**config.mk**
```make
export PLATFORM = sky130hd
export DESIGN_NAME = rpsc_alarm_sequencer_flat
export DESIGN_NICKNAME = d
export VERILOG_FILES = /design/src/rtl/rpsc_alarm_sequencer_if.sv /design/src/rtl/rpsc_alarm_sequencer.sv /design/src/flat_wrapper.sv
export SDC_FILE = /design/constraint.sdc
export NUM_CORES = 1
export LEC_CHECK = 0
export BUFFER_PORTS_ARGS = -buffer_cell sky130_fd_sc_hd__buf_4
export CORE_MARGIN = 2
export CORE_UTILIZATION = 40
export CTS_BUF_LIST = sky130_fd_sc_hd__clkbuf_8 sky130_fd_sc_hd__clkbuf_16
export DETAILED_ROUTE_END_ITERATION = 10
export PLACE_DENSITY_LB_ADDON = 0.05
export SLEW_MARGIN = 20
export SYNTH_ARGS = -nofsm -noshare
export SYNTH_HDL_FRONTEND = slang
export SYNTH_SLANG_ARGS = --single-unit
```
**constraint.sdc**
```tcl
create_clock -name clk -period 1.39 [get_ports clk]
set_input_delay 0.0695 -clock clk [delete_from_list [all_inputs] [get_ports clk]]
set_output_delay 0.0695 -clock clk [all_outputs]
set_load 0.05 [all_outputs]
```
**src/rtl/rpsc_alarm_sequencer_if.sv**
```systemverilog
// Operator controls, raw fault inputs and lamp/interlock outputs of the
// RPSC alarm sequencer, bundled for connection between the field side
// (master) and the sequencer (slave).
interface rpsc_alarm_sequencer_if #(
   parameter int unsigned N_CH = 8
);
   logic [N_CH-1:0] fault_in;
   logic            ack_i;
   logic            op_reset_i;
   logic            lamp_test_i;
   logic [N_CH-1:0] ff_out;
   logic [N_CH-1:0] ff_la;
   logic            emergency_o;
   logic            pamp_interlock_o;
   logic [2:0]      first_out_idx;
   logic            first_out_valid;

   modport master (
      output fault_in, ack_i, op_reset_i, lamp_test_i,
      input  ff_out, ff_la, emergency_o, pamp_interlock_o,
             first_out_idx, first_out_valid
   );

   modport slave (
      input  fault_in, ack_i, op_reset_i, lamp_test_i,
      output ff_out, ff_la, emergency_o, pamp_interlock_o,
             first_out_idx, first_out_valid
   );
endinterface

```
**src/rtl/rpsc_alarm_sequencer.sv**
```systemverilog
// RPSC per-channel fault alarm sequencer: synchronise and debounce the raw
// fault inputs, latch them through a NORMAL/ALARM/ACKED sequence that drives
// the FF_OUT and FF_LA lamps, and aggregate into Emergency / PAMP interlock.
// Optional first-out capture and double-rate flash: `define RPSC_FIRST_OUT_EN.
module rpsc_alarm_sequencer #(
   parameter int unsigned N_CH           = 8,
   parameter int unsigned DEBOUNCE       = 16,
   parameter int unsigned FLASH_HALF     = 8,
   parameter logic [7:0]  INTERLOCK_MASK = 8'hFC
) (
   input logic                   clk,
   input logic                   reset,
   rpsc_alarm_sequencer_if.slave bus
);

   localparam logic [1:0] ST_NORMAL = 2'd0;
   localparam logic [1:0] ST_ALARM  = 2'd1;
   localparam logic [1:0] ST_ACKED  = 2'd2;

   localparam int unsigned DB_W = (DEBOUNCE > 1) ? $clog2(DEBOUNCE) : 1;
   localparam int unsigned FL_W = (FLASH_HALF > 1) ? $clog2(FLASH_HALF) : 1;
   localparam logic [N_CH-1:0] MASK = INTERLOCK_MASK[N_CH-1:0];

   logic [N_CH-1:0]      sync1, sync2, deb;
   logic [DB_W-1:0]      db_cnt [N_CH];
   logic [N_CH-1:0][1:0] state, state_nxt;
   logic [N_CH-1:0]      out_nxt, la_nxt;
   logic [N_CH-1:0]      ff_out_r, ff_la_r;
   logic                 emergency_r, pamp_r;
   logic [FL_W-1:0]      flash_cnt;
   logic                 flash;

   // Two-flop synchroniser followed by a per-channel stability counter.
   always_ff @(posedge clk or negedge reset) begin
      if (!reset) begin
         sync1 <= '0;
         sync2 <= '0;
         deb   <= '0;
         for (int unsigned i = 0; i < N_CH; i++) db_cnt[i] <= '0;
      end else begin
         sync1 <= bus.fault_in;
         sync2 <= sync1;
         for (int unsigned i = 0; i < N_CH; i++) begin
            if (sync2[i] == deb[i]) begin
               db_cnt[i] <= '0;
            end else if (db_cnt[i] == DB_W'(DEBOUNCE - 1)) begin
               deb[i]    <= ~deb[i];
               db_cnt[i] <= '0;
            end else begin
               db_cnt[i] <= db_cnt[i] + DB_W'(1);
            end
         end
      end
   end

   // Free-running lamp flash, toggling every FLASH_HALF cycles.
   always_ff @(posedge clk or negedge reset) begin
      if (!reset) begin
         flash_cnt <= '0;
         flash     <= 1'b0;
      end else if (flash_cnt == FL_W'(FLASH_HALF - 1)) begin
         flash_cnt <= '0;
         flash     <= ~flash;
      end else begin
         flash_cnt <= flash_cnt + FL_W'(1);
      end
   end

`ifdef RPSC_FIRST_OUT_EN
   localparam int unsigned FAST_HALF = (FLASH_HALF / 2 > 0) ? FLASH_HALF / 2 : 1;
   localparam int unsigned FF_W      = (FAST_HALF > 1) ? $clog2(FAST_HALF) : 1;

   logic [FF_W-1:0] fast_cnt;
   logic            fast;
   logic            fo_valid, fo_any, all_normal_nxt;
   logic [2:0]      fo_idx, fo_pick;

   // Double-rate flash for the first-out channel.
   always_ff @(posedge clk or negedge reset) begin
      if (!reset) begin
         fast_cnt <= '0;
         fast     <= 1'b0;
      end else if (fast_cnt == FF_W'(FAST_HALF - 1)) begin
         fast_cnt <= '0;
         fast     <= ~fast;
      end else begin
         fast_cnt <= fast_cnt + FF_W'(1);
      end
   end

   // Lowest channel entering ALARM this edge, and whether all end up NORMAL.
   always_comb begin
      fo_any         = 1'b0;
      fo_pick        = '0;
      all_normal_nxt = 1'b1;
      for (int unsigned i = 0; i < N_CH; i++) begin
         if (state[i] == ST_NORMAL && deb[i] && !fo_any) begin
            fo_any  = 1'b1;
            fo_pick = 3'(i);
         end
         if (state_nxt[i] != ST_NORMAL) all_normal_nxt = 1'b0;
      end
   end

   // First-out capture holds until every channel has returned to NORMAL.
   always_ff @(posedge clk or negedge reset) begin
      if (!reset) begin
         fo_valid <= 1'b0;
         fo_idx   <= '0;
      end else if (!fo_valid && fo_any) begin
         fo_valid <= 1'b1;
         fo_idx   <= fo_pick;
      end else if (all_normal_nxt) begin
         fo_valid <= 1'b0;
         fo_idx   <= '0;
      end
   end

   assign bus.first_out_idx   = fo_idx;
   assign bus.first_out_valid = fo_valid;
`else
   assign bus.first_out_idx   = '0;
   assign bus.first_out_valid = 1'b0;
`endif

   // Channel sequence transitions and the lamp/output values they imply.
   always_comb begin
      state_nxt = state;
      out_nxt   = '0;
      la_nxt    = '0;
      for (int unsigned i = 0; i < N_CH; i++) begin
         case (state[i])
            ST_NORMAL: if (deb[i]) state_nxt[i] = ST_ALARM;
            ST_ALARM:  if (bus.ack_i) state_nxt[i] = ST_ACKED;
            ST_ACKED:  if (bus.op_reset_i && !deb[i]) state_nxt[i] = ST_NORMAL;
            default:   state_nxt[i] = ST_NORMAL;
         endcase
         out_nxt[i] = (state[i] == ST_ALARM) || (state[i] == ST_ACKED);
`ifdef RPSC_FIRST_OUT_EN
         if (state[i] == ST_ALARM)
            la_nxt[i] = (fo_valid && fo_idx == 3'(i)) ? fast : flash;
`else
         if (state[i] == ST_ALARM) la_nxt[i] = flash;
`endif
         if (state[i] == ST_ACKED) la_nxt[i] = 1'b1;
      end
   end

   // State plus registered outputs; interlocks load from the same next value as ff_out.
   always_ff @(posedge clk or negedge reset) begin
      if (!reset) begin
         state       <= '0;
         ff_out_r    <= '0;
         ff_la_r     <= '0;
         emergency_r <= 1'b0;
         pamp_r      <= 1'b0;
      end else begin
         state       <= state_nxt;
         ff_out_r    <= out_nxt;
         ff_la_r     <= la_nxt;
         emergency_r <= |out_nxt;
         pamp_r      <= |(out_nxt & MASK);
      end
   end

   assign bus.ff_out           = ff_out_r;
   assign bus.ff_la            = ff_la_r | {N_CH{bus.lamp_test_i}};
   assign bus.emergency_o      = emergency_r;
   assign bus.pamp_interlock_o = pamp_r;

endmodule

```
**src/flat_wrapper.sv**
```systemverilog
// flat-port wrapper written by rule: the top's interface ports become plain ports
module rpsc_alarm_sequencer_flat 
#(
   parameter int unsigned N_CH           = 8,
   parameter int unsigned DEBOUNCE       = 16,
   parameter int unsigned FLASH_HALF     = 8,
   parameter logic [7:0]  INTERLOCK_MASK = 8'hFC
)
  (clk, reset, bus_fault_in, bus_ack_i, bus_op_reset_i, bus_lamp_test_i, bus_ff_out, bus_ff_la, bus_emergency_o, bus_pamp_interlock_o, bus_first_out_idx, bus_first_out_valid);
  rpsc_alarm_sequencer_if #(.N_CH(N_CH)) bus_i ();
  input logic clk;
  input logic reset;
  input wire logic [$bits(bus_i.fault_in)-1:0] bus_fault_in;
  input wire logic [$bits(bus_i.ack_i)-1:0] bus_ack_i;
  input wire logic [$bits(bus_i.op_reset_i)-1:0] bus_op_reset_i;
  input wire logic [$bits(bus_i.lamp_test_i)-1:0] bus_lamp_test_i;
  output wire logic [$bits(bus_i.ff_out)-1:0] bus_ff_out;
  output wire logic [$bits(bus_i.ff_la)-1:0] bus_ff_la;
  output wire logic [$bits(bus_i.emergency_o)-1:0] bus_emergency_o;
  output wire logic [$bits(bus_i.pamp_interlock_o)-1:0] bus_pamp_interlock_o;
  output wire logic [$bits(bus_i.first_out_idx)-1:0] bus_first_out_idx;
  output wire logic [$bits(bus_i.first_out_valid)-1:0] bus_first_out_valid;
  assign bus_i.fault_in = bus_fault_in;
  assign bus_i.ack_i = bus_ack_i;
  assign bus_i.op_reset_i = bus_op_reset_i;
  assign bus_i.lamp_test_i = bus_lamp_test_i;
  assign bus_ff_out = bus_i.ff_out;
  assign bus_ff_la = bus_i.ff_la;
  assign bus_emergency_o = bus_i.emergency_o;
  assign bus_pamp_interlock_o = bus_i.pamp_interlock_o;
  assign bus_first_out_idx = bus_i.first_out_idx;
  assign bus_first_out_valid = bus_i.first_out_valid;
  rpsc_alarm_sequencer #(.N_CH(N_CH), .DEBOUNCE(DEBOUNCE), .FLASH_HALF(FLASH_HALF), .INTERLOCK_MASK(INTERLOCK_MASK)) u_core (.clk(clk), .reset(reset), .bus(bus_i));
endmodule
```
==> flow_summary.rst <==
.. list-table::
   :header-rows: 1

   * - Metric
     - Value
   * - Cell internal pwr
     - 6790 uW
   * - Number of vias after detailed routing
     - ~2,700
   * - RSZ-0062 raised after global routing
     - yes
   * - Async S/R FF share, synth
     - 1.00
   * - Initial core utilization
     - 0.409
   * - Fin. max-slew vios
     - 0
   * - Clock network power share
     - 0.155
   * - Arrival time of data at the critical path endpoint
     - 1.84 ns
   * - Post-Synth XOR/XNOR Area
     - 0.0355
   * - Yosys cell types
     - 25
   * - Full die area
     - 11,300 um2
   * - Number of ports placed on the die boundary
     - 35
   * - Total GRT Usage
     - 0.150
   * - Required time of the critical path
     - around 1.6 ns
   * - Net count, final
     - about 500
   * - Violated checks
     - setup timing
   * - Power dissipated by switching net loads
     - between 3000 and 4000 uW
   * - Synth Flop Type
     - sky130_fd_sc_hd__dfrtp_1
   * - Diode insertion count for antenna repair
     - 0
   * - Highest Clock Rate
     - ~0.63 GHz
   * - Post-synthesis share of cell area spent on and, or, nand and nor gates
     - 0.0854
   * - Maximum number of pins on one net before global-route repair
     - 46
   * - Area share of fa/ha/maj cells after synthesis
     - 0.149
   * - Global-route congestion overflow total
     - 0
   * - Overall die height
     - roughly 110 um
   * - Via density
     - between 4 and 5
   * - Class of the most critical setup path
     - register to register
   * - P per Cell Area
     - 1850 nW/um2
   * - Register bit count reported by yosys
     - 94
   * - Area added between synthesis and finish
     - 34.6%
   * - Cells along the critical path
     - inv_2, ha_2, a222oi_1, buf_4, mux2_2
   * - Max-cap violations
     - 0
   * - Clock latency on the worst-skew pair
     - roughly 0.36 ns
   * - Worst setup path startpoint
     - u_core.state[13]
   * - Detail Route Antenna Nets
     - 0
   * - Avg Inst Size Synth
     - between 10 and 15 um2
   * - Kind of launch point of the worst setup path
     - register
   * - Worst hold margin
     - about 0.082 ns
   * - First-pass GRT wire length
     - roughly 13,000 um
   * - Number of antenna violations at the first check in global routing
     - 0
   * - Number of standard-cell rows in the floorplan
     - 37
   * - Highest-count cells in the layout ignoring fill and taps
     - 101 x sky130_fd_sc_hd__buf_4, 91 x sky130_fd_sc_hd__dfrtp_1, 31 x sky130_fd_sc_hd__ha_1
   * - CP Buf/Inv Count
     - 2
   * - Syn. warnings
     - 0
   * - Share of layout cells above drive strength 1
     - 0.422
   * - Skew final
     - approximately 0.008 ns
   * - Iteration count of the initial detailed-routing pass
     - 4
   * - Register area share after synthesis
     - 0.562
   * - Via count of the first global-routing pass
     - about 2,800
   * - End-of-flow core utilization
     - 0.551
   * - Share of total power consumed by net switching
     - 0.350
   * - Worst-case clock buffer depth
     - 2
   * - CTS Buf Count
     - 9
   * - Detailed Place HPWL
     - ~4800 um
   * - Total length of routed wires
     - about 7500 um
   * - Syn Inst Count
     - 323
   * - Fraction of synthesized area in multiplexers
     - 0.0645
   * - Total of buffers placed on input and output ports
     - 30
   * - Peak ir drop on the vdd network
     - roughly 1.0 mV
   * - Outcome
     - finished with violations
   * - Hold violation total from the final report
     - 0
   * - Slowest cell delay on critical path
     - around 0.42 ns
   * - Number of sinks on the clock net
     - between 90 and 100
   * - Total power consumption of the routed design
     - between 10,000 and 15,000 uW
   * - Count of H-tree levels built during CTS
     - 3
   * - Final critical delay including setup and external delays
     - ~1.6 ns
   * - Placer congestion estimate
     - roughly 0.76
   * - Detailed Route Iter0 Violations
     - 85
   * - Category of cells accounting for the largest share of critical-path delay
     - flip-flops
   * - CTS tree
     - built
   * - Highest fanout seen on the critical path
     - 3
   * - Most common cell after layout, fill and taps aside
     - sky130_fd_sc_hd__buf_4
   * - Share of power burned in registers
     - 0.350
   * - Leakage
     - around 0.0027 uW
   * - Reg-to-reg critical path startpoint
     - u_core.state[13]
   * - Crit share post-route
     - 1.15
   * - Post-synth EDFFs
     - 0
   * - Routed length per placed instance
     - approximately 13 um
   * - DRC Markers
     - 0
   * - Flop-to-flop setup slack
     - -0.20 ns
   * - Share of the synthesized area in compound gates (AO/OA/AOI/OAI)
     - 0.0660
   * - Floorplan die width
     - 106 um
   * - Clock Tree Root
     - sky130_fd_sc_hd__clkbuf_8
   * - Worst min-delay path category
     - input port to async pin
   * - Largest family of logic cells by synthesized area
     - adder cells
   * - Worst path slowest cell
     - sky130_fd_sc_hd__dfrtp_1
   * - Clock Pin Slew Worst Setup and Hold Paths
     - 0.09 ns
   * - Std-Cell Core Area
     - between 10,000 and 15,000 um2
   * - Least setup slack across all paths after layout
     - -0.202 ns
   * - Combinational share of power
     - 0.495
   * - Endpoint class of the critical path
     - register
   * - Netlist Area Pre-Place
     - 4190 um2
   * - Final setup violation count
     - 17
-- state kept, by name, indices dropped and copies added (netlist names) --
| signal | cells |
|---|---|
| u_core.db_cnt | 32 |
| u_core.bus.emergency_o | 1 |
| u_core.sync2 | 8 |
| u_core.flash | 1 |
| u_core.bus.ff_out | 8 |
| u_core.flash_cnt | 3 |
| u_core.ff_la_r | 8 |
| u_core.deb | 8 |
| u_core.bus.pamp_interlock_o | 1 |
| u_core.state | 16 |
| u_core.sync1 | 8 |
-- cell usage after synthesis, drive strengths merged (8+ instances only) --
master / number / area, um2
xnor2: 16 / 140
nor2b: 8 / 50.1
a21o: 9 / 67.6
nand3: 8 / 40.0
or2: 8 / 50.1
dfrtp: 94 / 2350
mux2: 24 / 270
nand2b: 8 / 50.1
a21oi: 14 / 70.1
ha: 50 / 626
a222oi: 8 / 80.1
nor2: 10 / 37.5
inv: 32 / 120
-- power groups by stage --
stage / clock network, uW / logic, uW / registers, uW
2_1_floorplan: 0 / 1840 / 4080
3_3_place_gp: 0 / 3970 / 3650
3_5_place_dp: 0 / 4010 / 3660
4_1_cts: 1710 / 4910 / 3620
5_1_grt: 1830 / 5640 / 3730
6_report: 1620 / 5170 / 3660
-- worst paths after layout --
kind,cells after the start,end
hold / removal,2,u_core.db_cnt[6]
setup reg to reg,5,u_core.state[12]
hold reg to reg,0,u_core.sync2[0]
setup / recovery,5,u_core.state[12]
min in group clk,0,u_core.sync2[0]
max in group asynchronous,3,u_core.state[4]
-- through the flow --
step | cell area [um2] | std cells | TNS, ns | setup slack (ns)
after floorplan | 4240 | 326 | -1.33 | -0.0856
after global placement | 4990 | 536 | -2.45 | -0.178
after CTS | 5540 | 579 | -2.57 | -0.191
after detailed placement | 4990 | 536 | -2.76 | -0.213
after global routing | 5640 | 586 | -3.82 | -0.257
final | 5640 | 586 | -2.64 | -0.202
-- area by class of cell --
cell class / instances / area (um2)
Fill cell: 883 / 4590
Clock inverter: 7 / 50.0
Timing Repair Buffer: 113 / 900
Tap cell: 136 / 170
Sequential cell: 94 / 2360
Multi-Input combinational cell: 195 / 1920
Inverter: 32 / 120
Clock buffer: 9 / 124
-- metal layers --
layer  vias to the layer above  GRT usage  wire length, um
met3                        10     0.0349              264
met5                         -          0                0
met1                      1329      0.202             3680
met4                         0     0.0479               99
met2                        41      0.239             3480
li1                       1330          -                -
-- worst register-to-register path, delay by kind of cell (launching register included) --
kind / cells / cell delay, ns
compound gates: 1 / 0.30
fa+ha+maj: 1 / 0.18
buf+inv: 2 / 0.25
flops: 1 / 0.42
mux: 1 / 0.33
-- timing repair --
| action | 4_1_cts | 5_1_grt |
|---|---|---|
| resized for setup | 28 | 10 |
| pin swaps | 11 | 12 |
| hold endpoints to repair | 102 | 0 |
| endpoints found under the setup margin | 18 | 18 |
| buffers inserted | 19 | 8 |
| hold buffers | 9 | 0 |
-- logic make-up (layout without fill, tap and decap cells) --
kind of cell,after synthesis,in the layout
DFF,94,94
adders and majority gates,50,50
buffers and inverters,37,161
xor gates and xnor gates,17,17
other,1,4
and+or+nand+nor,59,59
muxes,24,24
AOI/OAI and AO/OA,41,41
Power figures use the tool's default switching activity.
